File: src/rtl/jesd_tx_pkg.sv
// Shared JESD204B TX link-layer types: link states, lane mux codes and the K-frame minimum table.
// Combinational helpers only: no latency, no flow control.
package jesd_tx_pkg;

  localparam int MUX_W  = 3;
  localparam int KMIN_W = 4;

  typedef enum logic [1:0] {
    ST_SYNC      = 2'd0,
    ST_INIT_LANE = 2'd1,
    ST_DATA_ENC  = 2'd2
  } link_state_e;

  localparam logic [MUX_W-1:0] MUX_USER_DATA = 3'd0;
  localparam logic [MUX_W-1:0] MUX_K         = 3'd1;
  localparam logic [MUX_W-1:0] MUX_ILA       = 3'd2;
  localparam logic [MUX_W-1:0] MUX_IDLE      = 3'd3;

  localparam logic [KMIN_W-1:0] KMIN_RESET = 4'd10;

  // f is octets-per-frame minus one; short frames need more K frames for CGS lock
  function automatic logic [KMIN_W-1:0] kmin_frames(input logic [7:0] f);
    logic [KMIN_W-1:0] k;
    if (f == 8'd0)       k = 4'd10;
    else if (f == 8'd1)  k = 4'd6;
    else if (f <= 8'd3)  k = 4'd4;
    else if (f <= 8'd7)  k = 4'd3;
    else                 k = 4'd2;
    return k;
  endfunction

endpackage

File: src/rtl/jesd_tx_kmin_lut.sv
// Registered minimum-K-frame decode from the latched octets-per-frame value.
// Latency: one cycle from i_f to o_kmin; no flow control.
module jesd_tx_kmin_lut
  import jesd_tx_pkg::*;
(
  input  logic              clk,
  input  logic              rst_n,
  input  logic [7:0]        i_f,
  output logic [KMIN_W-1:0] o_kmin
);

  logic [KMIN_W-1:0] kmin_q;
  logic [KMIN_W-1:0] kmin_d;

  always_comb begin
    kmin_d = kmin_frames(i_f);
  end

  always_ff @(posedge clk or negedge rst_n) begin
    if (!rst_n) kmin_q <= KMIN_RESET;
    else        kmin_q <= kmin_d;
  end

  assign o_kmin = kmin_q;

endmodule

File: src/rtl/jesd_tx_link_ctrl.sv
// Multi-lane JESD204B TX link controller: CGS -> ILA -> data, one FSM, per-lane mux selects.
// Outputs registered from next state (same edge as state); no backpressure. Option: JESD_TX_RELINK_CNT_EN.
module jesd_tx_link_ctrl #(
  parameter int LANES  = 4,
  parameter int KCNT_W = 5,
  parameter int MUX_W  = 3
) (
  input  logic                   clk,
  input  logic                   rst_n,
  input  logic                   frame_clk,
  input  logic                   lmfc_clk,
  input  logic                   i_sync_request_tx,
  input  logic [LANES-1:0]       i_lane_en,
  input  logic [7:0]             i_F,
  input  logic [7:0]             i_ila_multiframe_length,
  output logic [LANES*MUX_W-1:0] o_link_mux,
  output logic [1:0]             o_state,
  output logic                   o_ila_start,
  output logic [7:0]             o_ila_mf_idx,
  output logic                   o_link_up
`ifdef JESD_TX_RELINK_CNT_EN
  ,
  output logic [15:0]            o_relink_cnt
`endif
);

  import jesd_tx_pkg::*;

  localparam logic [KCNT_W-1:0]      KCNT_MAX     = '1;
  localparam logic [MUX_W-1:0]       SEL_K        = MUX_W'(MUX_K);
  localparam logic [LANES*MUX_W-1:0] LINK_MUX_RST = {LANES{SEL_K}};

  link_state_e              state_q, state_d;
  logic [KCNT_W-1:0]        k_cnt_q, k_cnt_d;
  logic [7:0]               mf_cnt_q, mf_cnt_d;
  logic [7:0]               f_q, f_d;
  logic [7:0]               ila_len_q, ila_len_d;
  logic [LANES-1:0]         lane_en_q, lane_en_d;
  logic [LANES*MUX_W-1:0]   link_mux_q, link_mux_d;
  logic                     ila_start_q, ila_start_d;
  logic [7:0]               ila_mf_idx_q, ila_mf_idx_d;
  logic                     link_up_q, link_up_d;
  logic [KMIN_W-1:0]        kmin;
  logic                     k_ready;
  logic [MUX_W-1:0]         lane_code;

  jesd_tx_kmin_lut u_kmin_lut (
    .clk    (clk),
    .rst_n  (rst_n),
    .i_f    (f_q),
    .o_kmin (kmin)
  );

  assign k_ready = (k_cnt_q >= KCNT_W'(kmin));

  // Link parameters track the inputs only while the link is down
  always_comb begin
    f_d       = f_q;
    ila_len_d = ila_len_q;
    lane_en_d = lane_en_q;
    if (state_q == ST_SYNC) begin
      f_d       = i_F;
      ila_len_d = i_ila_multiframe_length;
      lane_en_d = i_lane_en;
    end
  end

  always_comb begin
    state_d  = state_q;
    k_cnt_d  = k_cnt_q;
    mf_cnt_d = mf_cnt_q;
    case (state_q)
      ST_SYNC: begin
        if (i_sync_request_tx) begin
          k_cnt_d = '0;
        end else if (lmfc_clk && k_ready) begin
          state_d = ST_INIT_LANE;
          k_cnt_d = '0;
        end else if (frame_clk && (k_cnt_q != KCNT_MAX)) begin
          k_cnt_d = k_cnt_q + KCNT_W'(1);
        end
      end
      ST_INIT_LANE: begin
        if (i_sync_request_tx) begin
          state_d  = ST_SYNC;
          mf_cnt_d = '0;
        end else if (lmfc_clk) begin
          if (mf_cnt_q == ila_len_q) begin
            state_d  = ST_DATA_ENC;
            mf_cnt_d = '0;
          end else begin
            mf_cnt_d = mf_cnt_q + 8'd1;
          end
        end
      end
      ST_DATA_ENC: begin
        if (i_sync_request_tx) state_d = ST_SYNC;
      end
      default: begin
        state_d  = ST_SYNC;
        k_cnt_d  = '0;
        mf_cnt_d = '0;
      end
    endcase
  end

  always_comb begin
    lane_code = SEL_K;
    case (state_d)
      ST_INIT_LANE: lane_code = MUX_W'(MUX_ILA);
      ST_DATA_ENC:  lane_code = MUX_W'(MUX_USER_DATA);
      default:      lane_code = SEL_K;
    endcase
    link_mux_d = '0;
    for (int n = 0; n < LANES; n++) begin
      link_mux_d[n*MUX_W +: MUX_W] = lane_en_d[n] ? lane_code : MUX_W'(MUX_IDLE);
    end
    ila_start_d  = (state_d == ST_INIT_LANE) && (state_q != ST_INIT_LANE);
    ila_mf_idx_d = (state_d == ST_INIT_LANE) ? mf_cnt_d : 8'd0;
    link_up_d    = (state_d == ST_DATA_ENC);
  end

  always_ff @(posedge clk or negedge rst_n) begin
    if (!rst_n) begin
      state_q      <= ST_SYNC;
      k_cnt_q      <= '0;
      mf_cnt_q     <= '0;
      f_q          <= '0;
      ila_len_q    <= '0;
      lane_en_q    <= '1;
      link_mux_q   <= LINK_MUX_RST;
      ila_start_q  <= 1'b0;
      ila_mf_idx_q <= '0;
      link_up_q    <= 1'b0;
    end else begin
      state_q      <= state_d;
      k_cnt_q      <= k_cnt_d;
      mf_cnt_q     <= mf_cnt_d;
      f_q          <= f_d;
      ila_len_q    <= ila_len_d;
      lane_en_q    <= lane_en_d;
      link_mux_q   <= link_mux_d;
      ila_start_q  <= ila_start_d;
      ila_mf_idx_q <= ila_mf_idx_d;
      link_up_q    <= link_up_d;
    end
  end

  assign o_link_mux   = link_mux_q;
  assign o_state      = state_q;
  assign o_ila_start  = ila_start_q;
  assign o_ila_mf_idx = ila_mf_idx_q;
  assign o_link_up    = link_up_q;

`ifdef JESD_TX_RELINK_CNT_EN
  logic [15:0] relink_cnt_q, relink_cnt_d;
  logic        relink;

  // Any drop back to SYNC from an active link state counts as a relink
  always_comb begin
    relink       = (state_q != ST_SYNC) && (state_d == ST_SYNC);
    relink_cnt_d = relink_cnt_q;
    if (relink && (relink_cnt_q != 16'hFFFF)) relink_cnt_d = relink_cnt_q + 16'd1;
  end

  always_ff @(posedge clk or negedge rst_n) begin
    if (!rst_n) relink_cnt_q <= '0;
    else        relink_cnt_q <= relink_cnt_d;
  end

  assign o_relink_cnt = relink_cnt_q;
`endif

endmodule
File: config.mk
export PLATFORM = sky130hd
export DESIGN_NAME = jesd_tx_link_ctrl
export DESIGN_NICKNAME = d
export VERILOG_FILES = /design/src/rtl/jesd_tx_pkg.sv /design/src/rtl/jesd_tx_kmin_lut.sv /design/src/rtl/jesd_tx_link_ctrl.sv
export SDC_FILE = /design/constraint.sdc
export NUM_CORES = 1
export LEC_CHECK = 0
export ABC_AREA = 0
export CAP_MARGIN = 20
export CELL_PAD_IN_SITES_DETAIL_PLACEMENT = 1
export CELL_PAD_IN_SITES_GLOBAL_PLACEMENT = 2
export CORE_AREA = 5 5 107 109
export DETAILED_ROUTE_END_ITERATION = 12
export DIE_AREA = 0 0 112 114
export GPL_ROUTABILITY_DRIVEN = 0
export GPL_TIMING_DRIVEN = 0
export PLACE_DENSITY = 0.73
export SYNTH_ARGS = -nofsm -noshare
export SYNTH_HDL_FRONTEND = slang
export SYNTH_HIERARCHICAL = 1
export SYNTH_SLANG_ARGS = --single-unit
File: constraint.sdc
create_clock -name clk -period 3.7 [get_ports clk]
set_clock_uncertainty 0.2 [all_clocks]
set_input_delay 0.925 -clock clk [delete_from_list [all_inputs] [get_ports clk]]
set_output_delay 0.925 -clock clk [all_outputs]
set_load 0.02 [all_outputs]
### After elaboration in Yosys (flattened, before gate mapping)

Cells that the tools add are included.

| storage, ports and cells | value |
|---|---|
| logic and storage cells | 60 |
| output and inout port bits | 24 |
| flip-flop bits (word level) | 61 |

| cells by class | value |
|---|---|
| bitwise logic cells | 1 |
| equal/unequal tests | 9 |
| reductions and logical operators | 8 |
| add/subtract/negate cells | 2 |
| order comparisons | 3 |
| mux-type cells | 26 |

Operators with widths:

| kind | number |
|---|---|
| 2-to-1 mux 8 bit | 4 |
| 2-to-1 mux 4 bit | 4 |
| case mux 8 bit (2 select lines) | 1 |
| 2-to-1 mux 5 bit | 3 |
| 2-to-1 mux 2 bit | 6 |
| 2-to-1 mux 3 bit | 4 |
| case mux 5 bit (2 select lines) | 1 |
| adder 8 x 1 -> 8 bit, second input constant | 1 |
| equality test 8 x 1 -> 1 bit, second input constant | 1 |
| equality test 8 bit | 1 |
| <= comparator 8 x 2 -> 1 bit, second input constant | 1 |
| <= comparator 8 x 3 -> 1 bit, second input constant | 1 |
| logical NOT 8 bit | 1 |
| case mux 2 bit (3 select lines) | 1 |
| adder 5 x 1 -> 5 bit, second input constant | 1 |
| greater-or-equal comparator 5 x 4 -> 1 bit | 1 |
| != test 5 bit, second input constant | 1 |
| equality test 2 x 1 -> 1 bit, second input constant | 2 |
| equality test 2 bit, second input constant | 2 |
| != test 4 x 2 -> 1 bit, second input constant | 1 |
| case mux 2 bit (2 select lines) | 1 |
| OR reduction 2 bit | 2 |
| logical AND 1 bit | 3 |
| logical NOT 2 bit | 1 |
| other kinds (4) | 4 |

### Longest topological paths before layout

Gate-level depths: netlist of the first run.

| logic depth | value |
|---|---|
| word-level depth | 8 |
| depth in mapped cells | 10 |
| depth with buffers taken out | 10 |

### Hierarchy

Netlist of the first run, hierarchy kept.

By module, submodules not included:

| module | cells each | instances | area an instance (um2) |
|---|---|---|---|
| jesd_tx_link_ctrl | 225 | 1 | 2568.7 |
| jesd_tx_kmin_lut | 12 | 1 | 172.7 |

### Least setup slack after synthesis of the first run

OpenSTA, ideal clock, no wires.

| timing | value |
|---|---|
| kind | register to register |
| from | register state_q[0], in the netlist o_state[0] |
| to | register ila_mf_idx_q[0], in the netlist o_ila_mf_idx[0] |
| clock period less this slack | 2553 ps |
| setup time | 125 ps |
| stages on the path, launching flop included | 11 |
| buffers on the path | 0 |
| arrival | 2228 ps |
| slack | 1147 ps |
| cell sequence | dfrtp_1 > clkinv_1 > ha_1 > nor2b_1 > nand2_1 > a21oi_1 > o31ai_4 > inv_1 > ha_1 > nand2_1 > nor2_1 |

| on the way | value |
|---|---|
| word-level cells in the longest chain between the ends | 6 |
| elaborated cells on any way between the ends | 14 |
| classes of those cells | eq/ne (3); mux (9); reduce/logical (2) |

Ends and longest elaborated chain:

| item | RTL line | RTL |
|---|---|---|
| start: declaration | jesd_tx_link_ctrl.sv:33 | `link_state_e state_q, state_d;` |
| start signal: assignment | jesd_tx_link_ctrl.sv:136 | `state_q <= state_d;` |
| 2-to-1 mux 2 bit | jesd_tx_link_ctrl.sv:88 | `if (mf_cnt_q == ila_len_q) begin` |
| 2-to-1 mux 2 bit | jesd_tx_link_ctrl.sv:87 | `end else if (lmfc_clk) begin` |
| 2-to-1 mux 2 bit | jesd_tx_link_ctrl.sv:84 | `if (i_sync_request_tx) begin` |
| case mux 2 bit (3 select lines) | jesd_tx_link_ctrl.sv:72 | `case (state_q)` |
| equality test 2 x 1 -> 1 bit | jesd_tx_link_ctrl.sv:119 | `ila_mf_idx_d = (state_d == ST_INIT_LANE) ? mf_cnt_d : 8'd0;` |
| 2-to-1 mux 8 bit * | jesd_tx_link_ctrl.sv:119 |  |
| via ila_mf_idx_d[0] | jesd_tx_link_ctrl.sv:41 | `logic [7:0] ila_mf_idx_q, ila_mf_idx_d;` |
| end signal: assignment | jesd_tx_link_ctrl.sv:144 | `ila_mf_idx_q <= ila_mf_idx_d;` |
| end: declaration | jesd_tx_link_ctrl.sv:41 |  |

The timed path passes the listed nets; every way through them passes the cells marked *.
A chain may end at the register's enable or synchronous reset.

### Final worst setup path of the first run

| timing | value |
|---|---|
| from | input port i_sync_request_tx |
| to | register ila_mf_idx_q[3], in the netlist o_ila_mf_idx[3] |

| on the way | value |
|---|---|
| word-level cells in the longest chain between the ends | 4 |
| elaborated cells on any way between the ends | 8 |
| classes of those cells | eq/ne (1); mux (7) |

Ends and longest elaborated chain:

| item | RTL line | RTL |
|---|---|---|
| start: declaration | jesd_tx_link_ctrl.sv:12 | `input logic i_sync_request_tx,` |
| 2-to-1 mux 2 bit, on equally long branches | jesd_tx_link_ctrl.sv:97, jesd_tx_link_ctrl.sv:74, jesd_tx_link_ctrl.sv:84 |  |
| case mux 2 bit (3 select lines) | jesd_tx_link_ctrl.sv:72 |  |
| equality test 2 x 1 -> 1 bit | jesd_tx_link_ctrl.sv:119 |  |
| 2-to-1 mux 8 bit * | jesd_tx_link_ctrl.sv:119 |  |
| via ila_mf_idx_d[3] | jesd_tx_link_ctrl.sv:41 |  |

Marks and branches as above.

==> metrics.txt, run 1 <==
uppermost routed layer met4; max-slew violation count 0; Yosys cell types 49; post-route ant nets 0; core footprint 10,500 µm²; IO Count 49; Multi-input gate area 1220 µm²; GRT overflow 0; top-area cell type share of the netlist area 0.429; DR iter-0 viols 29; cts bufs inserted 9; vias in the first global route 2,149; Tot Pwr 0.00223 W; register bit count reported by yosys 57; Setup Fix Bufs, Post-CTS 0; WP buf/inv 2; metal3 WL 301 µm; hold buffers post-CTS 0; Crit-path slowest cell clkdlybuf4s50_1; warnings from Yosys 6; Met1 Wirelength 2.95 mm; largest net degree at the start of global routing 30; Max transition margin 0.553; fillers 1,184; DPL Wire Length 4.63 mm; Syn Std Cell Area 2740 µm²; worst-path cell chain clkdlybuf4s50_1, nor2b_1, nand2_1, a21oi_1, o31ai_4, inv_1, ha_1, nand2_1, a21oi_1; minimum clock period after layout 3000 ps; setup violators final 0; Max VDD drop 0.228 mV; power density over the cells 622 nW/µm²; Cell Count, Final, Fillers Out 440; first-pass GRT wire length 10.8 mm; area grow syn2layout 31.0%; synth top area cells dfrtp_1 43%, dfstp_2 9.6%, mux2_2 8.2%; Die Span Y 114 µm; post-synth top area cell dfrtp_1; max incr delay on CP 480 ps; Startpoint Class input pin; placed insts 424; share of cells above drive strength 1 0.223; most frequent cells in the layout 47 x dfrtp_1, 42 x clkdlybuf4s50_1, 20 x mux2_2, 19 x nor2_1, 15 x nand2_1; fmax 0.334 GHz; register area share after synthesis 0.525; CP Data Required Time 3760 ps; max cap viols 0; Vias 1,934; layout net count 332; Residual DRC 0; Port Buffers 43; unrepaired setup endpoints after global routing no; CP arrival 3050 ps; commonest non-fill, non-tap cell in the layout dfrtp_1; critical-path maximum fanout 8; Root Driver clkbuf_8; per-cell routed wire length 13.9 µm; clk_lat worst skew 330 ps; Worst-path clk slew 70 ps; ANT cells 0; FF/Latch Area 1440 µm²; Syn Inst Count 237; antenna violations before repair 0; Initial Util 0.261; gr usage total 0.106; CTS resizes 0; crit path capture type flop; CTS Buffer Depth 2; die area 12,800 µm²; Final period util 0.809; drt first pass iters 4; top_reg_cell synth dfrtp_1; Hold Fails Final Rpt 0; CP delay by family, top simple AND/OR/NAND/NOR gates; asr flop ratio synth 1.00; critical path class in2reg; row cnt 38; die width 112 µm; vias per cell 4.40; met2 routed WL 2.76 mm; Pleak 1.56 nW; status complete, no violations; Worst-Margin Slew 671 ps; Routed WL 6.10 mm; number of synthesized flops with an enable pin 0; Fin Hold WS 265 ps; Num Clock Sinks 57; Syn Area/Cell 11.6 µm²; CTS tree yes; Hold WC Path Type reg2reg; H-Tree Depth 3
[registers in the layout, summed over array words and instances (netlist names)]
signal	flops
o_ila_start	1
mf_cnt_q	8
ila_len_q	8
o_link_mux	8
u_kmin_lut/o_kmin	4
k_cnt_q	5
o_ila_mf_idx	8
o_state	2
o_link_up	1
f_q	8
lane_en_q	4
[stage by stage]
step / area [µm²] / util / setup slack (ps) / setup TNS, ps
floorplan: 2750 / - / 1150 / 0
global placement: 3360 / 0.320 / -290 / -13480
detailed placement: 3370 / 0.321 / 360 / 0
CTS: 3590 / 0.342 / 701 / 0
global route: 3590 / 0.342 / 444 / 0
finish: 3590 / 0.342 / 705 / 0
[kinds of logic after synthesis]
kind of cell               after synthesis  share of synthesized area
AOI/OAI and AO/OA                       43                      0.115
xor gates and xnor gates                10                     0.0319
adders and majority gates               12                     0.0548
buffers and inverters                   21                     0.0351
DFF                                     57                      0.525
muxes                                   20                     0.0822
other                                    1                    0.00137
and+or+nand+nor                         73                      0.155
[power breakdown]
part | leakage [nW] | internal (W) | switching, W
sequential | 0.710 | 0.000771 | 0.0000976
combinational | 0.738 | 0.000337 | 0.000394
clock | 0.113 | 0.000384 | 0.000248
[path summary, 6_finish.rpt]
| kind | startpoint | end | slack, ps | cells after the start |
|---|---|---|---|---|
| min reg2reg | f_q[1] | u_kmin_lut/o_kmin[1] | 270 | 1 |
| min | f_q[1] | u_kmin_lut/o_kmin[1] | 270 | 1 |
| max | i_sync_request_tx | o_ila_mf_idx[3] | 700 | 9 |
| max reg2reg | o_state[0] | o_ila_mf_idx[0] | 790 | 10 |
| max in group asynchronous | rst_n | lane_en_q[3] | 2220 | 2 |
| min in group asynchronous | rst_n | k_cnt_q[0] | 420 | 1 |
[metal layers]
metal  track usage  up-vias
met5             0        -
met4        0.0337        0
met3        0.0377        8
met2         0.160       40
met1         0.142      951
li1              -      935
[Yosys cell counts (2+ instances only)]
| master | n |
|---|---|
| dfrtp_1 | 47 |
| mux2_2 | 20 |
| nor2_1 | 19 |
| nand2_1 | 15 |
| a21oi_1 | 12 |
| ha_1 | 12 |
| inv_1 | 12 |
| dfstp_2 | 10 |
| xor2_1 | 10 |
| o21ai_0 | 7 |
| and2_1 | 6 |
| nand2b_1 | 6 |
| nor3_1 | 6 |
| buf_4 | 4 |
| nand4_1 | 4 |
| o21ai_1 | 4 |
| a31oi_1 | 3 |
| nor2b_1 | 3 |
| a21o_1 | 2 |
| a22oi_1 | 2 |
| a32o_1 | 2 |
| and3_1 | 2 |
| buf_2 | 2 |
| nor4_4 | 2 |
[worst register-to-register path, delay by kind of cell (launching register included)]
family / cells / cell delay [ps]
AOI/OAI and AO/OA: 2 / 460
adders and majority gates: 2 / 590
buffers and inverters: 2 / 410
DFF: 1 / 440
and+or+nand+nor: 4 / 680
[final cells by class]
type | instances | area share
timing repair buffer | 44 | 0.124
inverter | 13 | 0.0136
clock inverter | 2 | 0.00976
tap | 140 | 0.0488
sequential | 57 | 0.401
buffer | 8 | 0.0132
clock buffer | 14 | 0.0509
multi-input combinational | 162 | 0.339
Note: power is estimated with default switching activity, not from simulation.
==> inputs of run 2 (changes only) <==
==> constraint.sdc (replaced) <==
create_clock -name clk -period 2.9 [get_ports clk]
set_clock_uncertainty 0.2 [all_clocks]
set_input_delay 0.725 -clock clk [delete_from_list [all_inputs] [get_ports clk]]
set_output_delay 0.725 -clock clk [all_outputs]
set_load 0.02 [all_outputs]
==> run 2 against run 1 <==
Compared with the run above:
- critical path depth down 1
- first-iteration DRC count up 10%
- final cell count unchanged
==> metrics.txt, run 2 (synthesis gave the netlist of run 1 again) <==
core footprint 10,500 µm²; unrepaired setup endpoints after global routing no; CP arrival 2720 ps; ANT cells 0; GRT overflow 0; Startpoint Class flop; Residual DRC 0; Post-DP Area 3370 µm²; die area 12,800 µm²; H-Tree Depth 3; setup TNS 0 ps; Die Span Y 114 µm; clk_lat worst skew 330 ps; Num Clock Sinks 57; r2r startpoint k_cnt_q[2]; CP Data Required Time 2950 ps; Routed WL 6.11 mm; Max transition margin 0.553; antenna violations before repair 0; Setup WS post-layout 233 ps; Max VDD drop 0.293 mV; Hold Fails Final Rpt 0; critical path class reg2reg; vias in the first global route 2,149; CTS Buffer Depth 2; Pleak 1.57 nW; minimum clock period after layout 2670 ps; fillers 1,184; Worst-Margin Slew 670 ps; Hold WC Path Type in2async; commonest non-fill, non-tap cell in the layout dfrtp_1; Vias 1,927; cts bufs inserted 9; crit-path most repeated cell ha_1; crit path capture type flop; share of cells above drive strength 1 0.237; vias per cell 4.38; critical-path maximum fanout 7; Final period util 0.920; most frequent cells in the layout 47 x dfrtp_1, 42 x clkdlybuf4s50_1, 20 x mux2_2, 19 x nor2_1, 14 x nand2_1; Place WS -240 ps; Fin Hold WS 220 ps; layout net count 332; number of cells on the worst reg-to-reg path 8; gr usage total 0.106; fin util 0.343; hold buffers post-CTS 0; Root Driver clkbuf_8; Worst-path clk slew 70 ps; worst-path cell chain ha_1, a21o_1, a211oi_2, a21oi_1, a211oi_4, nand2_1, ha_1, nand2b_1; status complete, no violations; drt first pass iters 4; per-cell routed wire length 13.9 µm; fin area 3610 µm²; IO Count 49; power density over the cells 792 nW/µm²; max cap viols 0; area grow syn2layout 31.6%; Initial Util 0.261; Crit-path slowest cell dfrtp_1; fmax 0.375 GHz; R2R Setup Slk 230 ps; max incr delay on CP 420 ps; largest net degree at the start of global routing 30; die width 112 µm; reg-to-reg endpoint o_link_mux[3]; Setup Fix Bufs, Post-CTS 0; DR iter-0 viols 32; post-route ant nets 0; row cnt 38; Port Buffers 43; first-pass GRT wire length 10.8 mm; setup violators final 0; max-slew violation count 0; DPL Wire Length 4.63 mm; CTS tree yes
run 2: cell counts in the layout (fill, tap and decap cells not counted):
Identical to the previous run, type by type.
run 2: metal layers:
layer,global-route usage,routed length [µm],vias up
met2,0.160,2750,46
met1,0.142,2940,942
li1,-,-,931
met5,0,0,-
met3,0.0377,334,8
met4,0.0337,81,0
run 2: repair_timing:
| item | in CTS | in global routing |
|---|---|---|
| cloned | 0 | 0 |
| resized for setup | 1 | 4 |
| setup endpoints to repair | 9 | 12 |
run 2: area by class of cell:
| type | count | area (µm²) | area share |
|---|---|---|---|
| repair buffers | 44 | 445 | 0.123 |
| clock inverters | 2 | 35.0 | 0.00971 |
| multi-input cells | 162 | 1230 | 0.342 |
| clock buffers | 14 | 183 | 0.0506 |
| flip-flops and latches | 57 | 1440 | 0.399 |
| plain buffers | 8 | 47.5 | 0.0132 |
| well taps | 140 | 175 | 0.0486 |
| inverters | 13 | 50.0 | 0.0139 |
run 2: worst max-delay path by stage:
stage          cells after the start              start              end
3_3_place_gp                       1              rst_n  o_ila_mf_idx[5]
6_report                           8         k_cnt_q[2]    o_link_mux[3]
2_1_floorplan                     10         o_state[0]  o_ila_mf_idx[0]
4_1_cts                           10         o_state[0]  o_ila_mf_idx[5]
5_1_grt                            8         k_cnt_q[2]    o_link_mux[3]
3_5_place_dp                       9  i_sync_request_tx  o_ila_mf_idx[5]
run 2: where the power goes:
part | switching (W) | internal, W
logic | 0.000504 | 0.000439
registers | 0.000126 | 0.000984
clock network | 0.000316 | 0.000490
run 2: critical path: cells and delay by family, from the launching register on:
family | cells | cell delay (ps)
AO/OA/AOI/OAI | 4 | 1010
adder cells (fa/ha/maj) | 2 | 680
flip-flops | 1 | 420
AND/OR/NAND/NOR | 2 | 270
run 2: stage by stage:
step / cells / power (W)
CTS: 440 / 0.00290
global placement: 423 / 0.00205
detailed placement: 424 / 0.00207
global route: 440 / 0.00307
finish: 440 / 0.00286
floorplan: 240 / 0.00173
==> RTL change: new RTL, flow settings as in run 1 <==
`f_q` no longer has a reset.
--- a/src/rtl/jesd_tx_link_ctrl.sv
+++ b/src/rtl/jesd_tx_link_ctrl.sv
@@ -127,3 +127,2 @@
       mf_cnt_q     <= '0;
-      f_q          <= '0;
       ila_len_q    <= '0;
@@ -138,3 +137,2 @@
       mf_cnt_q     <= mf_cnt_d;
-      f_q          <= f_d;
       ila_len_q    <= ila_len_d;
@@ -146,2 +144,6 @@
     end
+  end
+
+  always_ff @(posedge clk) begin
+    f_q <= f_d;
   end
Check against the original RTL: same outputs for any inputs over 10 cycles, from zero or initial values and one cycle with rst_n low; that may be too few to reach the edited logic, so the function may still have changed.
==> RTL change against run 1 <==
  * Critical path depth unchanged
  * Core utilization decreased by 0.82 points
  * Final cell count is 2.0% lower
  * Worst setup slack got worse by 0.36 ns
  * Count of clock-buffer cells in the layout down 1
  * Final area fell by 2.4%
  * Power down 9.4%
  * Area after synthesis shrank 2.0%
  * Clock power shrank 16%
  * Global-route usage is 0.33 points higher
  * Routed wire length rose by 5.0%
  * Sequential cell count stayed put
  * Critical path type is now reg -> reg
==> RTL change: results <==
group,metric,value,unit
run_status,status,"finished clean",
pwr,p_comb_frac,0.290,
worst_setup_path,rr_endpoint,"o_ila_mf_idx[1]",
logic_synthesis,ys_warn_count,6,
clock_network,post_cts_buffers,0,
drt,avgViaCountPerCell,4.43,
drt,drt-total-wl,6400,um
placed_design,hpwl,4660,um
logic_synthesis,async_flop_share,0.860,
final_layout,drive_gt1_frac,0.203,
clock_network,numCtsBuffers,9,
pwr,irDropWorstVdd,0.000172,V
global_route,grt_max_degree,27,
worst_setup_path,rrSetupSlack,0.34,ns
logic_synthesis,ys_top_cells_by_area,"dfrtp_1 36%, dfstp_2 9.8%, edfxtp_1 8.9%, ha_1 5.6%, mux2_2 5.0%",
global_route,track_usage,0.109,
sta,hold_slack,0.266,ns
global_route,grt_pass1_wl,10800,um
pwr,intPower,1.36,mW
drt,drt_iter0_markers,86,
worst_setup_path,worstPathArrival,3.36,ns
logic_synthesis,yosysSeqAreaShare,0.551,
worst_setup_path,cp_max_fo,14,
hold_path,hp-start,"f_q[1]",
clock_network,clk_pin_slew,0.07,ns
logic_synthesis,synth_edf_count,8,
global_route,grt_pass1_vias,2153,
logic_synthesis,yosys-top-cells-count,"39 x dfrtp_1, 19 x nor2_1, 15 x nand2_1",
pwr,p_leak,1.50,nW
final_layout,fill_cells,1157,
final_layout,nets,323,
worst_setup_path,end_kind,"register",
sta,relSlewSlack,0.565,
worst_setup_path,crit_path_start,"o_state[0]",
worst_setup_path,reg2regPathDepth,9,
pwr,p_seq_frac,0.448,
==> RTL change: worst max-delay path, cell delays in order, from the launching register on <==
cell	delay, ns
dfrtp_1	0.45
clkinv_1	0.24
ha_2	0.45
clkbuf_1	0.55
a21oi_1	0.21
a211oi_4	0.38
nand2_1	0.11
ha_1	0.22
nand2_1	0.30
nor2_1	0.11
==> RTL change: final cells by class <==
class / count / area (um2) / area share
inverter: 13 / 48.8 / 0.0139
sequential: 57 / 1480 / 0.422
multi-input combinational: 154 / 1130 / 0.322
timing repair buffer: 44 / 445 / 0.127
clock buffer: 13 / 169 / 0.0482
clock inverter: 3 / 15.0 / 0.00428
tap: 140 / 175 / 0.0500
buffer: 7 / 42.5 / 0.0121
==> RTL change: cells by family (layout without fill, tap and decap cells) <==
kind of cell               after synthesis  after routing  synth area share
and+or+nand+nor                         73             73             0.158
other                                    1              4           0.00140
AOI/OAI and AO/OA                       43             43             0.117
xor gates and xnor gates                10             10            0.0326
DFF                                     57             57             0.551
muxes                                   12             12            0.0503
adders and majority gates               12             12            0.0559
buffers and inverters                   20             80            0.0340
==> RTL change: routing by layer <==
| layer | track usage | vias to the layer above | share of wire |
|---|---|---|---|
| li1 | - | 906 | - |
| met1 | 0.127 | 973 | 0.43 |
| met2 | 0.183 | 27 | 0.53 |
| met3 | 0.0393 | 5 | 0.032 |
| met4 | 0.0457 | 0 | 0.012 |
| met5 | 0 | - | 0 |
==> RTL change: per-stage QoR <==
step	utilization	cell area (um2)	cells	worst slack, ns	total power [mW]
after floorplan	-	2700	231	0.952	1.26
after global placement	0.314	3300	414	0.0301	1.49
after detailed placement	0.316	3320	415	0.0863	1.51
after CTS	0.333	3500	431	0.0728	2.06
after global routing	0.334	3500	431	0.102	2.17
final	0.334	3500	431	0.340	2.02
